[config.mk]
export PLATFORM = sky130hd
export DESIGN_NAME = dma_prio_arbiter
export DESIGN_NICKNAME = d
export VERILOG_FILES = /design/src/rtl/dma_prio_arbiter.sv
export SDC_FILE = /design/constraint.sdc
export NUM_CORES = 1
export LEC_CHECK = 0
export CELL_PAD_IN_SITES_DETAIL_PLACEMENT = 1
export CELL_PAD_IN_SITES_GLOBAL_PLACEMENT = 1
export CORE_ASPECT_RATIO = 1.2
export CORE_MARGIN = 2
export CORE_UTILIZATION = 30
export DETAILED_ROUTE_END_ITERATION = 8
export PLACE_DENSITY = 0.7
export SLEW_MARGIN = 20
export SYNTH_ARGS = -nofsm -noshare
export SYNTH_HDL_FRONTEND = slang
export SYNTH_SLANG_ARGS = --single-unit
export TNS_END_PERCENT = 10
[constraint.sdc]
create_clock -name CLK -period 1.65 [get_ports CLK]
set_clock_uncertainty 0.05 [all_clocks]
set_input_delay 0.33 -clock CLK [delete_from_list [all_inputs] [get_ports CLK]]
set_output_delay 0.33 -clock CLK [all_outputs]
set_load 0.05 [all_outputs]
[src/rtl/dma_prio_arbiter.sv]
// dma_prio_arbiter: DMA channel priority arbiter with DREQ synchroniser; define DMA_PRIO_ARBITER_ROTATE_EN for rotating priority
module dma_prio_arbiter #(
  parameter int NCH = 4,
  parameter int SYNC_STAGES = 2,
  localparam int CW = (NCH > 2) ? $clog2(NCH) : 1
) (
  input  logic           CLK,
  input  logic           RESET,
  input  logic [NCH-1:0] dreq,
  input  logic [NCH-1:0] mask,
  input  logic [NCH-1:0] sw_req,
  input  logic           dreq_low,
  input  logic           dack_low,
  input  logic           rot_pri,
  input  logic           hlda,
  input  logic           done,
  output logic           hrq,
  output logic [NCH-1:0] dack,
  output logic [CW-1:0]  chan,
  output logic           grant_vld
);
  typedef enum logic [1:0] {IDLE, REQ, GRANT, RELEASE} state_t;
  state_t state, state_n;
  logic [NCH-1:0] sync_q [SYNC_STAGES];
  logic [NCH-1:0] pending, gnt, win_vec;
  logic [CW-1:0]  eptr, win;
  always_ff @(posedge CLK) begin
    if (RESET) begin
      for (int s = 0; s < SYNC_STAGES; s++) sync_q[s] <= '0;
    end else begin
      sync_q[0] <= dreq ^ {NCH{dreq_low}};
      for (int s = 1; s < SYNC_STAGES; s++) sync_q[s] <= sync_q[s-1];
    end
  end
  assign pending = (sync_q[SYNC_STAGES-1] & ~mask) | sw_req;
`ifdef DMA_PRIO_ARBITER_ROTATE_EN
  logic [CW-1:0] ptr;
  always_ff @(posedge CLK) begin
    if (RESET) ptr <= '0;
    else if (state == GRANT && done && rot_pri) ptr <= CW'((int'(chan) + 1) % NCH);
  end
  assign eptr = rot_pri ? ptr : '0;
`else
  logic unused_rot_pri;
  assign unused_rot_pri = rot_pri;
  assign eptr = '0;
`endif
  // scan from lowest priority upward so the channel nearest eptr wins last
  always_comb begin
    win = '0;
    for (int i = NCH - 1; i >= 0; i--)
      if (pending[(int'(eptr) + i) % NCH]) win = CW'((int'(eptr) + i) % NCH);
  end
  assign win_vec = NCH'(1) << win;
  always_comb begin
    state_n = state;
    case (state)
      IDLE:    state_n = |pending ? REQ : IDLE;
      REQ:     state_n = !hlda ? REQ : (|pending ? GRANT : RELEASE);
      GRANT:   state_n = done ? RELEASE : (hlda ? GRANT : IDLE);
      RELEASE: state_n = hlda ? RELEASE : IDLE;
      default: state_n = IDLE;
    endcase
  end
  always_ff @(posedge CLK) begin
    if (RESET) begin
      state <= IDLE;
      chan  <= '0;
      gnt   <= '0;
    end else begin
      state <= state_n;
      if (state == REQ && state_n == GRANT) chan <= win;
      gnt <= (state_n != GRANT) ? '0 : (state == REQ ? win_vec : gnt);
    end
  end
  assign hrq       = (state == REQ) || (state == GRANT);
  assign grant_vld = (state == GRANT);
  assign dack      = gnt ^ {NCH{dack_low}};
endmodule

==> summary.txt, run 1 <==
Floorplan
  • Die Ht: 61.3 um
  • I/O pin cnt: 27
  • DIE AREA: 3180 um^2
  • Initial Utilization: 31.9%
  • Core area: 2580 um^2
  • Row cnt: 20
  • Die W: 51.8 um

Timing
  • Slew Viols, Final: 0
  • Minimum clock period: 1700 ps
  • Final period util: 103%
  • Setup violations, final: 3
  • Setup ws final: -48.1 ps
  • Final hold violations: 0
  • Worst-Margin Slew: 396 ps
  • Slew headroom: 73.6%
  • Max Freq: 0.589 GHz
  • Unrepaired setup endpoints after global routing: yes

Critical path
  • Crit path cell chain: buf_6, ha_4, buf_6, a2111oi_4, o21ai_1, a221oi_1
  • Reg2reg start: state[1]
  • Type of the worst setup path: flop to flop
  • Crit path capture type: flop
  • Critical Path Max Stage Delay: 430 ps
  • Most used cell, CP: buf_6
  • Reg-to-reg slack, setup: -50 ps
  • Critical path data required time: 1800 ps
  • CP startpoint: state[1]
  • CP max stage cell: a2111oi_4
  • Worst setup SP type: flop
  • Critical Path Sink: chan[0]
  • R2r worst-path depth: 6
  • Critical Path Fanout Max: 4
  • CP arrival: 1850 ps
  • Reg2reg end: chan[0]

Power
  • P per Cell Area: 708 nW/um^2
  • Leakage: 0.575 nW
  • Total Power: 993 uW
  • Peak supply drop: 0.518 mV

Clock tree
  • CTS Hold Bufs: 0
  • H-tree level count: 1
  • Clk_lat worst skew: 290 ps
  • CTS Sinks: 16
  • TritonCTS clock tree: built
  • CTS clk-pin slew, worst paths: 100 ps
  • CTS max path bufs: 2
  • Root buffer cell: clkbuf_4
  • Inserted Clock Buffers: 3

Synthesis
  • Main combinational cell family by area after synthesis: simple AND/OR/NAND/NOR gates
  • Complex-gate fraction of the synthesized area: 17.7%
  • Synth Register Bits: 16
  • Mapped Nets: 107
  • Area share of fa/ha/maj cells after synthesis: 6.09%
  • Yosys top cell by area: dfxtp_1
  • Post-Synth XOR/XNOR Area: 8.52%
  • Avg Cell Area, Syn: 9.79 um^2
  • Post-Synthesis Cells: 84
  • Area contributors post-synth: dfxtp_1, ha_1, nor2b_1
  • Post-synthesis simple-gate area fraction: 23.7%
  • Mux contribution to synthesized area: 0%
  • Number of synthesis warnings: 0
  • Top-area cell type share of the netlist area: 39.0%
  • Post-synthesis sequential area ratio: 39.0%
  • Synth unique cells: 29
  • Post-synthesis cell area: 822 um^2

Cells and area
  • Layout area overhead: 70.5%
  • Final Instance Area: 1400 um^2
  • Share of cells above drive strength 1: 37.6%
  • Antenna cells: 0
  • Fin nets: 149

Place
  • Placed instance area: 1260 um^2
  • Global placement routability congestion: 0.807
  • I/O Buffers: 25
  • Hpwl dp: 1600 um

Global route
  • Global Route Usage Sum: 14.2%
  • Initial antenna violation count: 0
  • First-pass GRT wire length: 3290 um
  • GRT met2 Usage: 27.5%
  • M1 GR Usage: 14.7%
  • GRT met3 Usage: 2.91%
  • Grt peak-use layer: met2
  • Global route overflow: 0
  • Number of global-route vias before repair: 778
  • Largest net degree at the start of global routing: 12

Run
  • Max_cap viols: 0

Detailed routing
  • Antenna viol nets, final: 0
  • Pre-Repair DR Iteration Count: 4
  • DR iter-0 viols: 2
  • DR vias/cell: 4.64
  • Via count: 733
  • Routed len/inst: 12.9 um
  • DRC viols: 0
  • Final wirelength: 2030 um

Run status
  • Status: finished, violations left
  • Violated checks: negative setup slack

Min path
  • Worst min-delay path class: flop to flop
  • Hold Crit Start: sync_q[0][0]
-- sequential cells by signal, summed over array words and instances (netlist names) --
| name | flops |
|---|---|
| chan | 2 |
| sync_q | 8 |
| state | 2 |
| gnt | 4 |
-- worst min path at each step --
stage | end | slack [ps] | depth (start not counted)
floorplan | sync_q[0][4] | 350 | 1
global placement | sync_q[0][7] | 370 | 1
detailed placement | sync_q[0][7] | 390 | 1
CTS | sync_q[0][7] | 410 | 1
global route | sync_q[0][7] | 420 | 1
finish | sync_q[0][4] | 400 | 1
-- synthesized netlist by cell type --
| cell type | n |
|---|---|
| dfxtp_1 | 16 |
| inv_1 | 9 |
| nor2_1 | 7 |
| nor2b_1 | 6 |
| ha_1 | 4 |
| nand2_1 | 4 |
| xnor2_1 | 4 |
| xor2_1 | 4 |
| nand2b_1 | 3 |
| a211oi_1 | 2 |
| a21oi_1 | 2 |
| a221oi_1 | 2 |
| clkbuf_1 | 2 |
| nor3_1 | 2 |
| o21ai_0 | 2 |
| or4_4 | 2 |
| a2111oi_4 | 1 |
| a211oi_2 | 1 |
| a31oi_1 | 1 |
| and2_1 | 1 |
| and2b_2 | 1 |
| nand4_2 | 1 |
| nor4_2 | 1 |
| o211a_1 | 1 |
| o221ai_4 | 1 |
| o311a_1 | 1 |
| or3_2 | 1 |
| or4_1 | 1 |
| or4b_1 | 1 |
-- cell usage in the layout, fill, tap and decap left out, types with 4 or more instances in the layout --
cell / netlist / routed
dfxtp_1: 16 / 14
clkdlybuf4s50_1: 0 / 14
buf_4: 0 / 14
inv_1: 9 / 8
nor2_1: 7 / 7
buf_12: 0 / 6
nor2b_1: 6 / 5
nand2_1: 4 / 4
xnor2_1: 4 / 4
-- area by class of cell --
cell class              count  area [um^2]
repair buffers             39          422
flip-flops and latches     16          325
inverters                   9         33.8
clock buffers               4         36.3
multi-input cells          57          543
fillers                   291         1180
well taps                  33         41.3
-- per-stage QoR --
stage                     setup TNS, ps  util (%)  hold WS, ps  setup slack, ps  std cells
after floorplan                       0         -          352             6.70         84
after global placement            -2140      49.0          368             -312        152
after detailed placement          -2510      49.0          393             -348        152
after CTS                          -126      51.6          412            -51.1        156
after global routing               -542      54.4          420             -142        158
final                              -131      54.4          403            -48.1        158
-- report_power, final --
group	leakage, nW	internal, mW	switching (mW)
clock	0.0210	0.134	0.132
combinational	0.422	0.160	0.150
sequential	0.132	0.406	0.0104
total	0.575	0.700	0.292
-- worst max-delay path, delay by kind of cell, from the launching register on --
family                     cells  cell delay, ps
adders and majority gates      1             160
AOI/OAI and AO/OA              3             830
DFF                            1             340
buffers and inverters          2             230
-- timing repair --
action                     in CTS  in global routing
setup buffers                   0                  2
gates resized for setup         8                 14
pin swaps                       2                  9
setup endpoints to repair      12                  8
-- per-layer routing --
layer | vias up | wire, um
met5 | - | 0
met4 | 0 | 25
met3 | 2 | 68
met2 | 18 | 1100
met1 | 340 | 841
li1 | 373 | -
-- logic make-up (layout without fill, tap and decap cells) --
family	after synthesis	after routing
AO/OA/AOI/OAI	14	14
XOR/XNOR	8	8
adder cells (fa/ha/maj)	4	4
buffers and inverters	11	52
flip-flops	16	16
AND/OR/NAND/NOR	31	31
No activity file was read; power rests on OpenSTA's default activity.
==> run 2, diff against run 1 <==
--- a/config.mk
+++ b/config.mk
@@ -9,10 +9,11 @@
 export CELL_PAD_IN_SITES_GLOBAL_PLACEMENT = 1
 export CORE_ASPECT_RATIO = 1.2
 export CORE_MARGIN = 2
-export CORE_UTILIZATION = 30
+export CORE_UTILIZATION = 35
 export DETAILED_ROUTE_END_ITERATION = 8
-export PLACE_DENSITY = 0.7
-export SLEW_MARGIN = 20
+export PLACE_DENSITY = 0.77
+export SETUP_SLACK_MARGIN = 0.4
+export SLEW_MARGIN = 5
 export SYNTH_ARGS = -nofsm -noshare
 export SYNTH_HDL_FRONTEND = slang
 export SYNTH_SLANG_ARGS = --single-unit
==> constraint.sdc (replaced) <==
create_clock -name CLK -period 2.18 [get_ports CLK]
set_clock_uncertainty 0.05 [all_clocks]
set_input_delay 0.436 -clock CLK [delete_from_list [all_inputs] [get_ports CLK]]
set_output_delay 0.436 -clock CLK [all_outputs]
set_load 0.05 [all_outputs]
==> summary.txt, run 2 (synthesis gave the netlist of run 1 again) <==
Floorplan
  • Initial Utilization: 36.4%
  • I/O pin cnt: 27
  • Row cnt: 19
  • Die Ht: 57.1 um
  • Die W: 48.2 um
  • DIE AREA: 2750 um^2
  • Core area: 2260 um^2

Timing
  • Max Freq: 0.526 GHz
  • Slew Viols, Final: 0
  • Final hold violations: 0
  • Setup ws final: 280 ps
  • Slew headroom: 66.6%
  • WHS: 393 ps
  • Unrepaired setup endpoints after global routing: yes
  • Final TNS setup: 0 ps
  • Setup violations, final: 0
  • Final period util: 87.2%
  • Minimum clock period: 1900 ps
  • Worst-Margin Slew: 500 ps

Critical path
  • Crit path cell chain: clkdlybuf4s50_1
  • Critical Path Fanout Max: 2
  • Worst setup SP type: flop
  • Top Family by Delay on Critical Path: buffers and inverters
  • CP max stage cell: clkdlybuf4s50_1
  • Critical Path Max Stage Delay: 800 ps
  • Type of the worst setup path: flop to output pin
  • Critical path data required time: 1690 ps
  • Crit path capture type: output pin
  • CP arrival: 1410 ps
  • CP bufs+invs: 1

Detailed routing
  • Via count: 712
  • DRC viols: 0
  • Antenna viol nets, final: 0
  • Pre-Repair DR Iteration Count: 4
  • Final wirelength: 1910 um
  • DR iter-0 viols: 2
  • Routed len/inst: 13.1 um
  • DR vias/cell: 4.88

Cells and area
  • Share of cells above drive strength 1: 23.5%
  • Largest registers: sync_q x8, gnt x4
  • Most flops, register: sync_q
  • Max reg flops: 8
  • Fin nets: 139
  • Commonest cells after routing, fill and taps aside: clkdlybuf4s50_1, dfxtp_1, inv_1
  • Layout area overhead: 49.2%
  • Final Non-Filler Cells: 146
  • Final Instance Area: 1230 um^2
  • Commonest non-fill, non-tap cell in the layout: clkdlybuf4s50_1
  • Antenna cells: 0

Min path
  • Worst min-delay path class: flop to flop

Run
  • Max_cap viols: 0

Place
  • Placed instance area: 1170 um^2
  • Pre-CTS setup slack: 92.0 ps
  • Placed cells: 142
  • Hpwl dp: 1590 um
  • I/O Buffers: 25
  • Global placement routability congestion: 0.763

Global route
  • Number of global-route vias before repair: 784
  • Largest net degree at the start of global routing: 12
  • First-pass GRT wire length: 3260 um
  • Global route overflow: 0
  • Initial antenna violation count: 0
  • Global Route Usage Sum: 16.7%

Clock tree
  • CTS clk-pin slew, worst paths: 110 ps
  • H-tree level count: 1
  • CTS Hold Bufs: 0
  • Inserted Clock Buffers: 3
  • Clk_lat worst skew: 290 ps
  • TritonCTS clock tree: built
  • CTS max path bufs: 2
  • Root buffer cell: clkbuf_4
  • CTS Sinks: 16

Power
  • Leakage: 0.501 nW
  • Peak supply drop: 0.312 mV
  • P per Cell Area: 573 nW/um^2

Run status
  • Status: finished clean
run 2: cell count changes in the layout (fill, tap and decap cells not counted), sizes merged:
cell,previous run,this run
buf,22,10
clkdlybuf4s50,14,17
dlymetal6s2s,2,1
run 2: cell type report:
cell class / instances / area, um^2
clock buffers: 4 / 36.3
fillers: 258 / 1030
inverters: 9 / 33.8
multi-input cells: 57 / 480
flip-flops and latches: 16 / 320
well taps: 31 / 38.8
repair buffers: 29 / 317
run 2: power by group:
part | switching (mW) | internal, mW
logic | 0.101 | 0.0910
clock network | 0.0975 | 0.102
registers | 0.00582 | 0.307
total | 0.204 | 0.499
run 2: per-stage QoR:
| stage | util, % | power (mW) |
|---|---|---|
| after CTS | 54.1 | 0.714 |
| final | 54.3 | 0.703 |
| after floorplan | - | 0.428 |
| after detailed placement | 51.9 | 0.512 |
| after global routing | 54.3 | 0.744 |
| after global placement | 51.9 | 0.505 |
run 2: what timing repair did:
action	4_1_cts	5_1_grt
setup endpoints to repair	12	12
cloned	0	0
gates resized for setup	3	2
buffers inserted	0	0
endpoints found under the hold margin	0	0
run 2: worst paths after layout:
kind	startpoint	endpoint	slack (ps)	cells after the start
max	chan[0]	chan[0]	280	1
min	sync_q[0][2]	sync_q[0][6]	390	1
min reg2reg	sync_q[0][2]	sync_q[0][6]	390	1
max reg2reg	state[0]	gnt[0]	400	5
run 2: metal layers:
metal | up-vias | global-route usage (%) | wire [um]
met2 | 15 | 30.8 | 1100
li1 | 348 | - | -
met4 | 0 | 6.95 | 14
met3 | 2 | 2.22 | 62
met1 | 347 | 17.4 | 734
met5 | - | 0 | 0
==> run 3, diff against run 2 <==
--- a/config.mk
+++ b/config.mk
@@ -5,13 +5,13 @@
 export SDC_FILE = /design/constraint.sdc
 export NUM_CORES = 1
 export LEC_CHECK = 0
-export CELL_PAD_IN_SITES_DETAIL_PLACEMENT = 1
-export CELL_PAD_IN_SITES_GLOBAL_PLACEMENT = 1
+export CELL_PAD_IN_SITES_DETAIL_PLACEMENT = 2
+export CELL_PAD_IN_SITES_GLOBAL_PLACEMENT = 2
 export CORE_ASPECT_RATIO = 1.2
-export CORE_MARGIN = 2
-export CORE_UTILIZATION = 35
+export CORE_MARGIN = 8
+export CORE_UTILIZATION = 28
 export DETAILED_ROUTE_END_ITERATION = 8
-export PLACE_DENSITY = 0.77
+export PLACE_DENSITY = 0.92
 export SETUP_SLACK_MARGIN = 0.4
 export SLEW_MARGIN = 5
 export SYNTH_ARGS = -nofsm -noshare
==> summary.txt, run 3 (synthesis gave the netlist of run 1 again) <==
Run status
  • Status: finished clean

Clock tree
  • Inserted Clock Buffers: 3
  • Root buffer cell: clkbuf_4
  • CTS Sinks: 16
  • CTS Hold Bufs: 0
  • H-tree level count: 1
  • Clk_lat worst skew: 280 ps
  • Post-CTS Setup Inserts: 0
  • CTS max path bufs: 2
  • TritonCTS clock tree: built
  • CTS clk-pin slew, worst paths: 90 ps
  • CTS resizes: 2

Timing
  • Slew headroom: 65.7%
  • Slew Viols, Final: 0
  • Setup violations, final: 0
  • Max Freq: 0.520 GHz
  • Worst-Margin Slew: 514 ps
  • Final TNS setup: 0 ps
  • Final period util: 88.2%
  • WHS: 397 ps
  • Minimum clock period: 1920 ps
  • Unrepaired setup endpoints after global routing: yes
  • Final hold violations: 0

Global route
  • First-pass GRT wire length: 4100 um
  • Global Route Usage Sum: 10.8%
  • Number of global-route vias before repair: 875
  • Initial antenna violation count: 0
  • Global route overflow: 0
  • Largest net degree at the start of global routing: 12

Detailed routing
  • Antenna viol nets, final: 0
  • DR iter-0 viols: 8
  • DR vias/cell: 4.84
  • Routed len/inst: 16.6 um
  • Pre-Repair DR Iteration Count: 4
  • DRC viols: 0
  • Final wirelength: 2460 um
  • Via count: 717

Place
  • Placed cells: 144
  • I/O Buffers: 25
  • Hpwl dp: 2120 um
  • Global placement routability congestion: 0.867

Critical path
  • Critical Path Fanout Max: 2
  • Crit path cell chain: clkdlybuf4s50_1
  • Top Family by Delay on Critical Path: buffers and inverters
  • CP arrival: 1440 ps
  • Critical path data required time: 1690 ps
  • Worst setup SP type: flop
  • CP max stage cell: clkdlybuf4s50_1
  • Crit path capture type: output pin
  • Critical Path Max Stage Delay: 810 ps
  • CP bufs+invs: 1
  • Type of the worst setup path: flop to output pin

Cells and area
  • Largest registers: sync_q x8, gnt x4
  • Commonest cells after routing, fill and taps aside: clkdlybuf4s50_1, dfxtp_1, inv_1
  • Post-layout util: 43.6%
  • Multi-input gate area: 473 um^2
  • Antenna cells: 0
  • Layout area overhead: 47.8%
  • Max reg flops: 8
  • Share of cells above drive strength 1: 21.9%
  • Fill count: 326
  • Most flops, register: sync_q
  • Commonest non-fill, non-tap cell in the layout: clkdlybuf4s50_1
  • Sequential Area: 320 um^2
  • Fin nets: 138
  • Final Non-Filler Cells: 148

Power
  • P per Cell Area: 577 nW/um^2
  • Leakage: 0.496 nW
  • Total Power: 701 uW
  • Peak supply drop: 0.316 mV

Min path
  • Worst min-delay path class: flop to flop

Floorplan
  • Initial Utilization: 29.5%
  • DIE AREA: 4930 um^2
  • Core area: 2790 um^2
  • Die Ht: 75.4 um
  • I/O pin cnt: 27
  • Row cnt: 21
  • Die W: 65.5 um

Run
  • Max_cap viols: 0
## run 3: changes by cell type in the layout (fill, tap and decap cells not counted)
| cell | change |
|---|---|
| buf_4 | -1 |
| xor2_1 | +1 |
| xor2_2 | -1 |
## run 3: final timing paths
path / start / end / slack, ps / cells past startpoint
min reg2reg: sync_q[0][1] / sync_q[0][5] / 400 / 1
max: chan[0] / chan[0] / 260 / 1
min: sync_q[0][1] / sync_q[0][5] / 400 / 1
max reg2reg: state[1] / gnt[0] / 330 / 5
## run 3: layout make-up
cell class	instances	area share, %
inverter	9	2.78
clock buffer	4	2.99
multi-input combinational	57	38.9
sequential	16	26.4
tap	34	3.50
timing repair buffer	28	25.4
## run 3: report_power, final
| part | switching [mW] | internal, mW | total (mW) |
|---|---|---|---|
| Combinational | 0.105 | 0.0895 | 0.195 |
| Clock | 0.0920 | 0.102 | 0.194 |
| Sequential | 0.00626 | 0.307 | 0.313 |
## run 3: per-layer routing
metal / vias up / wire, um / part of all wire, % / global-route usage [%]
li1: 348 / - / - / -
met1: 350 / 892 / 36 / 9.68
met2: 17 / 1420 / 58 / 21.6
met3: 2 / 128 / 5.2 / 3.68
met4: 0 / 19 / 0.77 / 4.37
met5: - / 0 / 0 / 0
## run 3: metrics by stage
step	worst slack (ps)	instance area, um^2
after floorplan	447	825
after global placement	116	1170
after detailed placement	25.4	1170
after CTS	209	1210
after global routing	181	1210
final	257	1210
